===== config.mk =====
export PLATFORM = sky130hd
export DESIGN_NAME = pwm_gen_flat
export DESIGN_NICKNAME = d
export VERILOG_FILES = /design/src/rtl/pwm_gen_if.sv /design/src/rtl/pwm_gen.sv /design/src/flat_wrapper.sv
export SDC_FILE = /design/constraint.sdc
export NUM_CORES = 1
export LEC_CHECK = 0
export BUFFER_PORTS_ARGS = -buffer_cell sky130_fd_sc_hd__buf_2
export CORE_ASPECT_RATIO = 0.9
export CORE_MARGIN = 5
export CORE_UTILIZATION = 50
export DETAILED_ROUTE_END_ITERATION = 8
export PLACE_DENSITY = 0.75
export SETUP_SLACK_MARGIN = 0.02
export SYNTH_ARGS = -nofsm -noshare
export SYNTH_HDL_FRONTEND = slang
export SYNTH_SLANG_ARGS = --single-unit

===== constraint.sdc =====
create_clock -name clk_sys -period 4.1 [get_ports clk_sys]
set_input_delay 1.025 -clock clk_sys [delete_from_list [all_inputs] [get_ports clk_sys]]
set_output_delay 1.025 -clock clk_sys [all_outputs]
set_load 0.01 [all_outputs]

===== src/rtl/pwm_gen_if.sv =====
// Frequency setpoint / PWM drive bundle between the HMI side (master) and pwm_gen (slave).
interface pwm_gen_if;
   logic       pluse_us;
   logic [9:0] freq;
   logic       pwm;
   logic       period_done;
   logic       running;

   modport master (output pluse_us, freq, input pwm, period_done, running);
   modport slave  (input pluse_us, freq, output pwm, period_done, running);
endinterface


===== src/rtl/pwm_gen.sv =====
// Square-wave generator driven by an exact modulo-MOD phase accumulator advanced on each 1 us tick.
// Setpoint changes are latched only at accumulator wrap, so periods never glitch.
module pwm_gen #(
   parameter int MOD      = 1000000,
   parameter int DUTY_PCT = 50,
   parameter int FREQ_MAX = 1000
) (
   input  logic     clk_sys,
   input  logic     rst_n,
   pwm_gen_if.slave bus
);
   localparam int ACC_W = $clog2(MOD + FREQ_MAX);
   localparam int TH    = MOD * DUTY_PCT / 100;
   localparam logic [ACC_W:0] MOD_V  = MOD[ACC_W:0];
   localparam logic [ACC_W:0] TH_V   = TH[ACC_W:0];
   localparam logic [9:0]     FMAX_V = FREQ_MAX[9:0];

   typedef enum logic {IDLE, RUN} state_t;

   state_t           state;
   logic [ACC_W-1:0] acc;
   logic [9:0]       freq_lat;
   logic             pwm_q;
   logic             done_q;
   logic             run_q;

   logic [9:0]       freq_eff;
   logic [ACC_W:0]   sum;
   logic [ACC_W:0]   acc_nxt;
   logic             wrap;

   function automatic logic [9:0] sat_freq(input logic [9:0] f);
      return (f > FMAX_V) ? FMAX_V : f;
   endfunction

   // FREQ_MAX < MOD, so one subtraction per tick always brings the phase back below MOD.
   always_comb begin
      freq_eff = sat_freq(bus.freq);
      sum      = {1'b0, acc} + {{(ACC_W-9){1'b0}}, freq_lat};
      wrap     = (sum >= MOD_V);
      acc_nxt  = wrap ? (sum - MOD_V) : sum;
   end

   always_ff @(posedge clk_sys or negedge rst_n) begin
      if (!rst_n) begin
         state    <= IDLE;
         acc      <= '0;
         freq_lat <= '0;
         pwm_q    <= 1'b0;
         done_q   <= 1'b0;
         run_q    <= 1'b0;
      end else begin
         done_q <= 1'b0;
         if (bus.pluse_us) begin
            case (state)
               IDLE: begin
                  if (freq_eff != '0) begin
                     freq_lat <= freq_eff;
                     acc      <= '0;
                     pwm_q    <= (TH_V != '0);
                     run_q    <= 1'b1;
                     state    <= RUN;
                  end
               end
               RUN: begin
                  if (wrap) begin
                     done_q   <= 1'b1;
                     freq_lat <= freq_eff;
                  end
                  if (wrap && freq_eff == '0) begin
                     acc   <= '0;
                     pwm_q <= 1'b0;
                     run_q <= 1'b0;
                     state <= IDLE;
                  end else begin
                     acc   <= acc_nxt[ACC_W-1:0];
                     pwm_q <= (acc_nxt < TH_V);
                  end
               end
               default: state <= IDLE;
            endcase
         end
      end
   end

   assign bus.pwm         = pwm_q;
   assign bus.period_done = done_q;
   assign bus.running     = run_q;
endmodule


===== src/flat_wrapper.sv =====
// flat-port wrapper written by rule: the top's interface ports become plain ports
module pwm_gen_flat 
#(
   parameter int MOD      = 1000000,
   parameter int DUTY_PCT = 50,
   parameter int FREQ_MAX = 1000
)
  (clk_sys, rst_n, bus_pluse_us, bus_freq, bus_pwm, bus_period_done, bus_running);
  pwm_gen_if bus_i ();
  input  logic clk_sys;
  input  logic rst_n;
  input wire logic [$bits(bus_i.pluse_us)-1:0] bus_pluse_us;
  input wire logic [$bits(bus_i.freq)-1:0] bus_freq;
  output wire logic [$bits(bus_i.pwm)-1:0] bus_pwm;
  output wire logic [$bits(bus_i.period_done)-1:0] bus_period_done;
  output wire logic [$bits(bus_i.running)-1:0] bus_running;
  assign bus_i.pluse_us = bus_pluse_us;
  assign bus_i.freq = bus_freq;
  assign bus_pwm = bus_i.pwm;
  assign bus_period_done = bus_i.period_done;
  assign bus_running = bus_i.running;
  pwm_gen #(.MOD(MOD), .DUTY_PCT(DUTY_PCT), .FREQ_MAX(FREQ_MAX)) u_core (.clk_sys(clk_sys), .rst_n(rst_n), .bus(bus_i));
endmodule

==> results.cfg <==
[logic_synthesis]
yosysWarningCount = 0
synth_cell_type_count = 74
synthTopCellsByCount = nand2_1 (35), dfrtp_1 (34), nor2_1 (25)
synth_async_sr_flop_share_pct = 100
ys_seq_elements = 34
syn_avg_cell_area_um2 = 8.43
synthMostInstantiatedCell = nand2_1
synthCells = 352
synthTopCellsByArea = dfrtp_1 (29%), ha_1 (5.1%), nand2_1 (4.4%)
ys_seq_area_share_pct = 28.7
netlist.area_leader.share_pct = 28.7
synth_edf_count = 0
yosysTopAreaCell = dfrtp_1
synth_nets = 378
ys.flop_type = dfrtp_1
netlist_area_um2 = 2970

[placed_design]
hpwlAfterDp_um = 6360
placed_cells = 455
pre_cts_ws_ns = -0.0712
gp_congestion = 0.999
numPortBuffers = 15

[drt]
drc = 0
drtIter0Drc = 313
routed_wl_um = 8960
via_per_inst = 6.59
wire_per_inst_um = 18.9
vias = 3130
first_pass_iters = 5
antenna_left = 0

[critical_path]
crit_type = flip-flop to flip-flop
cp-end-kind = flip-flop
critPathLaunchType = flip-flop
critPathMaxFanout = 6
critPathArrivalTime_ns = 4.15
cp.required_ns = 4.26

[timing]
period_needed_ns = 3.99
setup_viol = 0
setup_ws_ns = 0.114
clock_skew_ns = 0.0115
period_share_pct = 97.2
slew_violations = 0
whs_ns = 0.509
worst_pin_slew_ns = 0.764
fmax_mhz = 251
relSlewSlack_pct = 49.0
hold_violations = 0

[global_route]
use_met2_pct = 33.1
grt_pass1_wl_um = 14000
antenna_found_initial = 0
top_usage_layer = met2
overflow = 0
met3_usage_pct = 4.70
track_usage_pct = 22.4
grt_max_degree = 35
grt_pass1_vias = 2863
use_met1_pct = 32.6

[finish]
antenna_cells = 0
fillCellCount = 445
final_cells = 475
drive_above_1_share_pct = 26.2
num-nets-final = 430
area_growth_pct = 22.9
post-route-util_pct = 63.7

[die]
initial_utilization_pct = 51.8
fp.dieW_um = 91.2
core_um2 = 5730
pin_count = 16
rows = 26
fp.dieH_um = 83.1
die_area_um2 = 7580

[power_and_ir_drop]
total_power_uw = 2460
p_per_area_nw_per_um2 = 675
p_leak_uw = 0.00156
peakVddDrop_v = 0.000458

[clocking]
h-tree-depth = 2
clock_latency_ns = 0.30
clk_pin_slew_worst_paths_ns = 0.08
cts_inserted_buffers = 5
clockBufferDepth = 2
cts_tree = done
root_buffer = clkbuf_8
cts_sinks = 34

[status]
outcome = finished, final reports clean

[run]
max_cap_viol_count = 0

[hold_path]
min_path_type = flip-flop to flip-flop
-- area by class of cell --
| type | count | area (um2) | share of cell area, % |
|---|---|---|---|
| tap | 70 | 87.6 | 2.40 |
| timing repair buffer | 57 | 419 | 11.5 |
| inverter | 15 | 56.3 | 1.54 |
| multi-input combinational | 291 | 2090 | 57.4 |
| sequential | 34 | 851 | 23.3 |
| clock inverter | 3 | 68.8 | 1.89 |
| clock buffer | 5 | 68.8 | 1.89 |
-- routing by layer --
metal | share of wire (%) | vias to the layer above
li1 | - | 1437
met3 | 8.7 | 30
met4 | 2.5 | 0
met5 | 0 | -
met1 | 45 | 1491
met2 | 44 | 172
-- metrics by stage --
stage | area (um2) | TNS (ns)
2_1_floorplan | 2970 | 0
3_3_place_gp | 3290 | 0
3_5_place_dp | 3290 | -0.113
4_1_cts | 3440 | 0
5_1_grt | 3650 | -0.0935
6_report | 3650 | 0
-- cell usage in the layout (no fill, tap or decap), types with 4 or more instances in the layout --
cell type | netlist | layout
mux2_2 | 6 | 6
buf_4 | 1 | 39
o211ai_1 | 6 | 6
a31oi_1 | 5 | 5
nand2_1 | 35 | 35
ha_4 | 0 | 4
a22o_1 | 11 | 11
nand3_1 | 12 | 12
a21oi_1 | 23 | 23
or3_1 | 6 | 4
ha_1 | 12 | 8
o21ai_1 | 2 | 4
nor3_1 | 9 | 9
and3_1 | 6 | 6
buf_2 | 5 | 15
nor4_1 | 5 | 5
dfrtp_1 | 34 | 34
o21ai_0 | 22 | 20
nand4_1 | 4 | 4
o21a_1 | 7 | 7
nor2_1 | 25 | 24
xnor2_1 | 12 | 12
a211oi_1 | 4 | 4
clkbuf_8 | 0 | 5
xor2_1 | 4 | 4
or2_2 | 6 | 6
inv_1 | 15 | 15
-- power breakdown --
part	leakage (uW)	internal, uW	total [uW]	switching [uW]
clock network	0.0000683	244	382	138
logic	0.00107	688	1580	893
registers	0.000428	411	500	89.2
-- what timing repair did --
| action | CTS | global route |
|---|---|---|
| hold buffers | 0 | 0 |
| resized for setup | 7 | 20 |
| setup buffers | 0 | 11 |
| pin swaps | 0 | 7 |
| setup endpoints to repair | 31 | 32 |
| gates cloned | 0 | 1 |
-- worst paths after layout --
| check | start | endpoint | slack [ns] | cells past startpoint |
|---|---|---|---|---|
| max reg2reg | u_core.acc[6]$_DFFE_PN0P_ | u_core.bus.pwm$_DFFE_PN0P_ | 0.11 | 18 |
| min reg2reg | u_core.freq_lat[0]$_DFFE_PN0P_ | u_core.freq_lat[0]$_DFFE_PN0P_ | 0.51 | 2 |
| min in group asynchronous | rst_n | u_core.freq_lat[2]$_DFFE_PN0P_ | 0.79 | 1 |
| max | u_core.acc[6]$_DFFE_PN0P_ | u_core.bus.pwm$_DFFE_PN0P_ | 0.11 | 18 |
| max in group asynchronous | rst_n | u_core.acc[17]$_DFFE_PN0P_ | 2.81 | 1 |
| min | u_core.freq_lat[0]$_DFFE_PN0P_ | u_core.freq_lat[0]$_DFFE_PN0P_ | 0.51 | 2 |
-- state kept, by name, indices dropped and copies added, names as in the netlist --
name,count
u_core.acc,20
u_core.bus.period_done,1
u_core.bus.pwm,1
u_core.bus.running,1
u_core.freq_lat,10
u_core.state,1
-- logic make-up after synthesis --
family	synth area share, %
flops	28.7
compound gates	31.2
buf+inv	5.02
mux	3.29
xor+xnor	4.72
simple gates	21.4
fa+ha+maj	5.73
-- critical path: stages (launching register included) --
cell and delay, ns:
dfrtp_1 0.43, ha_4 0.32, and4_2 0.23, nand3_1 0.10, and3_1 0.22, or2_2 0.32, ha_1 0.21, nand2_1 0.06
or3_1 0.11, a2111oi_2 0.04, buf_4 0.16, o31a_1 0.27, or3_4 0.41, a31oi_4 0.22, buf_6 0.15, buf_4 0.12
nor4_1 0.05, o32ai_1 0.31, o22ai_1 0.13
Power figures use the tool's default switching activity.
